--- config.mk ---
export PLATFORM = sky130hd
export DESIGN_NAME = cnu_msg_gen
export DESIGN_NICKNAME = d
export VERILOG_FILES = /design/src/rtl/cnu_msg_gen.sv
export SDC_FILE = /design/constraint.sdc
export NUM_CORES = 1
export LEC_CHECK = 0
export BUFFER_PORTS_ARGS = -buffer_cell sky130_fd_sc_hd__buf_2
export CORE_MARGIN = 5
export CORE_UTILIZATION = 53
export CTS_CLUSTER_SIZE = 20
export DETAILED_ROUTE_END_ITERATION = 6
export GPL_TIMING_DRIVEN = 0
export PLACE_DENSITY = 0.76
export SLEW_MARGIN = 25
export SYNTH_ARGS = -nofsm -noshare
export SYNTH_HDL_FRONTEND = slang
export SYNTH_SLANG_ARGS = --single-unit
--- constraint.sdc ---
create_clock -name clk -period 3.8 [get_ports clk]
set_clock_uncertainty 0.2 [all_clocks]
set_input_delay 0.57 -clock clk [delete_from_list [all_inputs] [get_ports clk]]
set_output_delay 0.57 -clock clk [all_outputs]
set_load 0.01 [all_outputs]
--- src/rtl/cnu_msg_gen.sv ---
// cnu_msg_gen
// Expands one compressed check-node record into DEG c2v messages.
// Offset-min-sum is used. One record is {min1, min2, idx, signs}.
//
// Ports
//   clk, rst_n          clock, asynchronous active-low reset
//   in_valid/in_ready   record handshake
//   in_min              {min2, min1}; min1 sits in the low DATA_W bits
//   in_idx              edge index that holds min1
//   in_signs            v2c sign bits; bit e belongs to edge e
//   out_valid/out_ready message handshake
//   out_msg             sign-magnitude message {sign, mag}
//   out_edge            edge index of out_msg
//   out_last            high on the edge DEG-1 beat
//
// Handshake rule, on both sides: a transfer happens on a rising edge
// where valid && ready. A producer holding valid keeps its payload
// stable until that transfer. out_* are registered. in_ready is
// combinational: the upstream may push into a full FIFO in the same
// cycle that the head record pops.
module cnu_msg_gen #(
  parameter int DATA_W = 9,
  parameter int IDX_W  = 3,
  parameter int DEG    = 8,
  parameter int OFFSET = 1
) (
  input  logic                  clk,
  input  logic                  rst_n,
  input  logic                  in_valid,
  output logic                  in_ready,
  input  logic [2*DATA_W-1:0]   in_min,
  input  logic [IDX_W-1:0]      in_idx,
  input  logic [DEG-1:0]        in_signs,
  output logic                  out_valid,
  input  logic                  out_ready,
  output logic [DATA_W:0]       out_msg,
  output logic [IDX_W-1:0]      out_edge,
  output logic                  out_last
);

  localparam logic [DATA_W-1:0] OFF    = DATA_W'(OFFSET);
  localparam logic [IDX_W:0]    DEG_W  = (IDX_W+1)'(DEG);
  localparam logic [IDX_W-1:0]  LAST_E = IDX_W'(DEG-1);

  typedef struct packed {
    logic [DATA_W-1:0] min1;
    logic [DATA_W-1:0] min2;
    logic [IDX_W-1:0]  idx;
    logic [DEG-1:0]    signs;
    logic              sign_total;
  } rec_t;

  typedef enum logic {S_IDLE = 1'b0, S_EMIT = 1'b1} state_t;

  state_t            state_q, state_d;
  logic [1:0]        count_q, count_d;
  rec_t              e0_q, e0_d, e1_q, e1_d;
  rec_t              in_rec;
  logic [IDX_W-1:0]  cnt_q, cnt_d;
  logic              valid_q, valid_d;
  logic [DATA_W:0]   msg_q, msg_d;
  logic              last_q, last_d;
  logic              fire, last_fire, push, pop;

  // Build one message from a record.
  // An idx outside 0..DEG-1 never matches an edge, so every edge uses min1.
  function automatic logic [DATA_W:0] beat(input rec_t r, input logic [IDX_W-1:0] e);
    logic [DATA_W-1:0] sel;
    logic [DATA_W-1:0] mag;
    sel = (({1'b0, r.idx} < DEG_W) && (r.idx == e)) ? r.min2 : r.min1;
    mag = (sel > OFF) ? sel - OFF : '0;
    return {r.sign_total ^ r.signs[e], mag};
  endfunction

  assign fire      = valid_q && out_ready;
  assign last_fire = fire && last_q;
  assign pop       = last_fire;
  assign in_ready  = (count_q != 2'd2) || last_fire;
  assign push      = in_valid && in_ready;

  assign out_valid = valid_q;
  assign out_msg   = msg_q;
  assign out_edge  = cnt_q;
  assign out_last  = last_q;

  always_comb begin
    in_rec            = '0;
    in_rec.min1       = in_min[DATA_W-1:0];
    in_rec.min2       = in_min[2*DATA_W-1:DATA_W];
    in_rec.idx        = in_idx;
    in_rec.signs      = in_signs;
    in_rec.sign_total = ^in_signs;
  end

  // 2-entry FIFO. e0 is always the head, so a pop shifts e1 down.
  // The FIFO cannot be full when a push occurs without a pop,
  // because in_ready is low in that case.
  always_comb begin
    count_d = count_q;
    e0_d    = e0_q;
    e1_d    = e1_q;
    case ({push, pop})
      2'b10: begin
        if (count_q == 2'd0) e0_d = in_rec;
        else                 e1_d = in_rec;
        count_d = count_q + 2'd1;
      end
      2'b01: begin
        e0_d    = e1_q;
        count_d = count_q - 2'd1;
      end
      2'b11: begin
        if (count_q == 2'd1) begin
          e0_d = in_rec;
        end else begin
          e0_d = e1_q;
          e1_d = in_rec;
        end
      end
      default: ;
    endcase
  end

  // State register
  always_ff @(posedge clk or negedge rst_n) begin
    if (!rst_n) begin
      state_q <= S_IDLE;
      count_q <= 2'd0;
      e0_q    <= '0;
      e1_q    <= '0;
      cnt_q   <= '0;
      valid_q <= 1'b0;
      msg_q   <= '0;
      last_q  <= 1'b0;
    end else begin
      state_q <= state_d;
      count_q <= count_d;
      e0_q    <= e0_d;
      e1_q    <= e1_d;
      cnt_q   <= cnt_d;
      valid_q <= valid_d;
      msg_q   <= msg_d;
      last_q  <= last_d;
    end
  end

  // Next-state logic
  always_comb begin
    state_d = state_q;
    case (state_q)
      S_IDLE: if (count_d != 2'd0) state_d = S_EMIT;
      S_EMIT: if (last_fire && (count_d == 2'd0)) state_d = S_IDLE;
      default: state_d = S_IDLE;
    endcase
  end

  // Output logic.
  // Messages are computed from the post-update head (e0_d).
  // This lets a record captured into an empty FIFO show edge 0 on the
  // next cycle, and lets the next record follow a last beat with no gap.
  always_comb begin
    valid_d = valid_q;
    cnt_d   = cnt_q;
    msg_d   = msg_q;
    last_d  = last_q;
    case (state_q)
      S_IDLE: begin
        if (count_d != 2'd0) begin
          valid_d = 1'b1;
          cnt_d   = '0;
          msg_d   = beat(e0_d, '0);
          last_d  = (LAST_E == '0);
        end
      end
      S_EMIT: begin
        if (last_fire) begin
          cnt_d = '0;
          if (count_d != 2'd0) begin
            valid_d = 1'b1;
            msg_d   = beat(e0_d, '0);
            last_d  = (LAST_E == '0);
          end else begin
            valid_d = 1'b0;
            msg_d   = '0;
            last_d  = 1'b0;
          end
        end else if (fire) begin
          cnt_d  = cnt_q + 1'b1;
          msg_d  = beat(e0_d, cnt_q + 1'b1);
          last_d = ((cnt_q + 1'b1) == LAST_E);
        end
      end
      default: begin
        valid_d = 1'b0;
        cnt_d   = '0;
        msg_d   = '0;
        last_d  = 1'b0;
      end
    endcase
  end

endmodule

==> impl_metrics.yaml <==
status:
  status: "complete, but fails checks"
  failed_checks: "hold timing"
sta:
  rsz0062_at_grt: "true"
  max_slew_margin_pct: 44.2
  hold_viol: 5
  final_max_slew_viol_count: 0
  max_freq_mhz: 264
  post-route-period-util_pct: 99.5
  tightestPinTransition_ps: 837
  finalWorstSetupSlack_ps: 17.7
  min_period_ps: 3780
  fin_hold_ws_ps: -8.18
  setup_viol: 0
floorplanning:
  dieArea_um2: 10400
  die_h_um: 102
  row_count: 33
  core_area_um2: 8260
  die-width_um: 102
  initial_core_util_pct: 54.6
  io_pins: 49
route:
  vias: 3702
  drt_first_pass_iters: 5
  wirelength_um: 12000
  avgViaCountPerCell: 6.06
  drcViolationCount: 0
  ant_nets: 0
  drtIter0Drc: 205
  wire_per_inst_um: 19.6
logic_synthesis:
  ys_types: 66
  yosys.area.top_type_share_pct: 43.3
  yosysSeqAreaShare_pct: 43.3
  synth_top_cell_by_area: "dfrtp_1"
  syn_area_um2: 4510
  syn_inst: 421
  syn-num-nets: 463
  synthArstFlopShare_pct: 100
  ys.flop_type: "dfrtp_1"
  synth_edf_count: 0
  syn_avg_cell_area_um2: 10.7
  yosysWarningCount: 0
  synth.top_cells.by_area: "dfrtp_1 (43%), mux2_2 (7.2%), xnor2_1 (3.7%)"
  synth-seq-cells: 78
clocking:
  cts_hold_buf: 0
  clock_sinks: 78
  clock_latency_ps: 360
  clk_pin_slew_worst_paths_ps: 80
  root_buffer: "clkbuf_8"
  clock_path_buffers: 2
  h-tree-depth: 3
  cts_inserted_buffers: 9
  cts_tree: "built"
placement:
  pre_cts_slack_ps: -553
  io_buffers: 48
  gp_congestion: 0.970
  post-dp-hpwl_um: 8330
  post_dp_cell_area_um2: 4900
worst_setup_path:
  end_kind: "flop"
  arrival_ps: 3850
  cp-start-kind: "flop"
  critPathRequiredTime_ps: 3870
  worstSetupPathType: "reg2reg"
  cp_slowest_cell: "or3_4"
  max_stage_delay_ps: 410
  worst-path-max-fanout: 6
  crit_chain: "inv_2 -> ha_4 -> and2_4 -> buf_6 -> buf_8 -> or3_4 -> o221ai_4 -> xor2_2 -> or3_4 -> buf_8 -> mux2i_4 -> inv_2 -> ha_4 -> a21oi_2 -> nor4_2 -> mux2i_4 -> o2111ai_1 -> o211ai_1"
final_layout:
  final_common_cell: "dfrtp_1"
  final_area_um2: 5540
  final_cell_mix: "dfrtp_1 (78), buf_2 (52), nor2_1 (33)"
  n_antenna_cell: 0
  drive_gt1_share_pct: 40.1
  area_growth_pct: 22.9
  finalNetCount: 543
job:
  maxCapViolations: 0
pwr:
  ir_drop_uv: 521
  powerDensity_nw_per_um2: 922
  power.static_leakage_nw: 2.37
global_route:
  grt_first_pass_wirelength_um: 18400
  grt_antenna_before_repair: 0
  overflow: 0
  grt_pass1_vias: 3636
  grt_use_total_pct: 23.0
  grt_max_degree: 43
worst_hold_path:
  holdCritPathClass: "in2async"
final timing paths:
kind / startpoint / to / slack [ps] / cells past startpoint
setup / recovery: count_q[1]$_DFF_PN0_ / out_msg[5]$_DFFE_PN0P_ / 20 / 18
hold / removal: rst_n / e1_q[13]$_DFFE_PN0P_ / -8 / 1
setup reg to reg: count_q[1]$_DFF_PN0_ / out_msg[5]$_DFFE_PN0P_ / 20 / 18
hold reg to reg: e1_q[0]$_DFFE_PN0P_ / e1_q[0]$_DFFE_PN0P_ / 290 / 2
max in group asynchronous: rst_n / e1_q[0]$_DFFE_PN0P_ / 2820 / 2
min in group clk: in_min[15] / e1_q[18]$_DFFE_PN0P_ / 260 / 2
through the flow:
step	hold WS (ps)	setup TNS (ps)	util (%)	power (mW)	std cells
after floorplan	74.4	0	-	3.19	421
after global placement	264	-3580	59.1	3.72	574
after detailed placement	272	-4140	59.3	3.81	575
after CTS	3.59	0	63.4	4.67	593
after global routing	26.6	-976	67.1	5.43	611
final	-8.18	0	67.1	5.11	611
sequential cells by signal, summed over array words and instances (netlist names):
| name | cells |
|---|---|
| state_q | 1 |
| out_edge | 3 |
| out_msg | 10 |
| e0_q | 30 |
| out_valid | 1 |
| e1_q | 30 |
| out_last | 1 |
| count_q | 2 |
logic make-up (layout without fill, tap and decap cells):
| group | count (synthesis) | count (layout) | synth area share, % |
|---|---|---|---|
| fa+ha+maj | 9 | 9 | 2.50 |
| simple gates | 128 | 128 | 15.9 |
| compound gates | 91 | 91 | 16.2 |
| buf+inv | 40 | 125 | 4.11 |
| mux | 50 | 50 | 13.2 |
| xor+xnor | 25 | 25 | 4.86 |
| flops | 78 | 78 | 43.3 |
cell usage after synthesis (all sizes together) (2+ instances only):
library cell,number
o211ai,5
nand2,33
o221ai,12
or4,2
mux2,29
o221a,6
a31oi,5
buf,13
o22ai,8
mux4,2
o21ai,25
or3,20
nor4,3
a221o,2
a21oi,6
nand3,13
xnor2,19
clkbuf,5
a32oi,4
nor2,33
a21o,2
and4,2
mux2i,19
and2,2
a221oi,2
dfrtp,78
a211oi,3
nor3,3
xor2,6
and3,6
inv,22
o2111ai,4
ha,9
nand4,4
area by class of cell:
type | instances | area [um^2]
tap | 105 | 131
inverter | 22 | 85.1
clock buffer | 11 | 141
clock inverter | 5 | 81.3
timing repair buffer | 70 | 420
fill | 631 | 2720
buffer | 17 | 135
sequential | 78 | 1950
multi-input combinational | 303 | 2590
what timing repair did:
item | CTS | global route
endpoints found under the setup margin | 9 | 9
resized for setup | 20 | 32
buffers inserted | 3 | 18
pin swaps | 3 | 16
power by group:
part,switching [mW],internal [mW],leakage (nW)
clock,0.314,0.389,0.110
combinational,1.63,1.34,1.35
sequential,0.205,1.23,0.910
total,2.15,2.96,2.37
worst max-delay path, delay by kind of cell (launching register included):
kind	cells	cell delay [ps]
compound gates	4	530
xor+xnor	1	130
fa+ha+maj	2	350
buf+inv	5	550
flops	1	370
mux	2	540
simple gates	4	1010
per-layer routing:
layer | track usage [%] | up-vias | routed length, um
met5 | 0 | - | 0
met1 | 30.5 | 1837 | 5350
met2 | 37.1 | 118 | 5830
li1 | - | 1721 | -
met3 | 3.75 | 26 | 479
met4 | 10.6 | 0 | 299
Power figures use the tool's default switching activity.
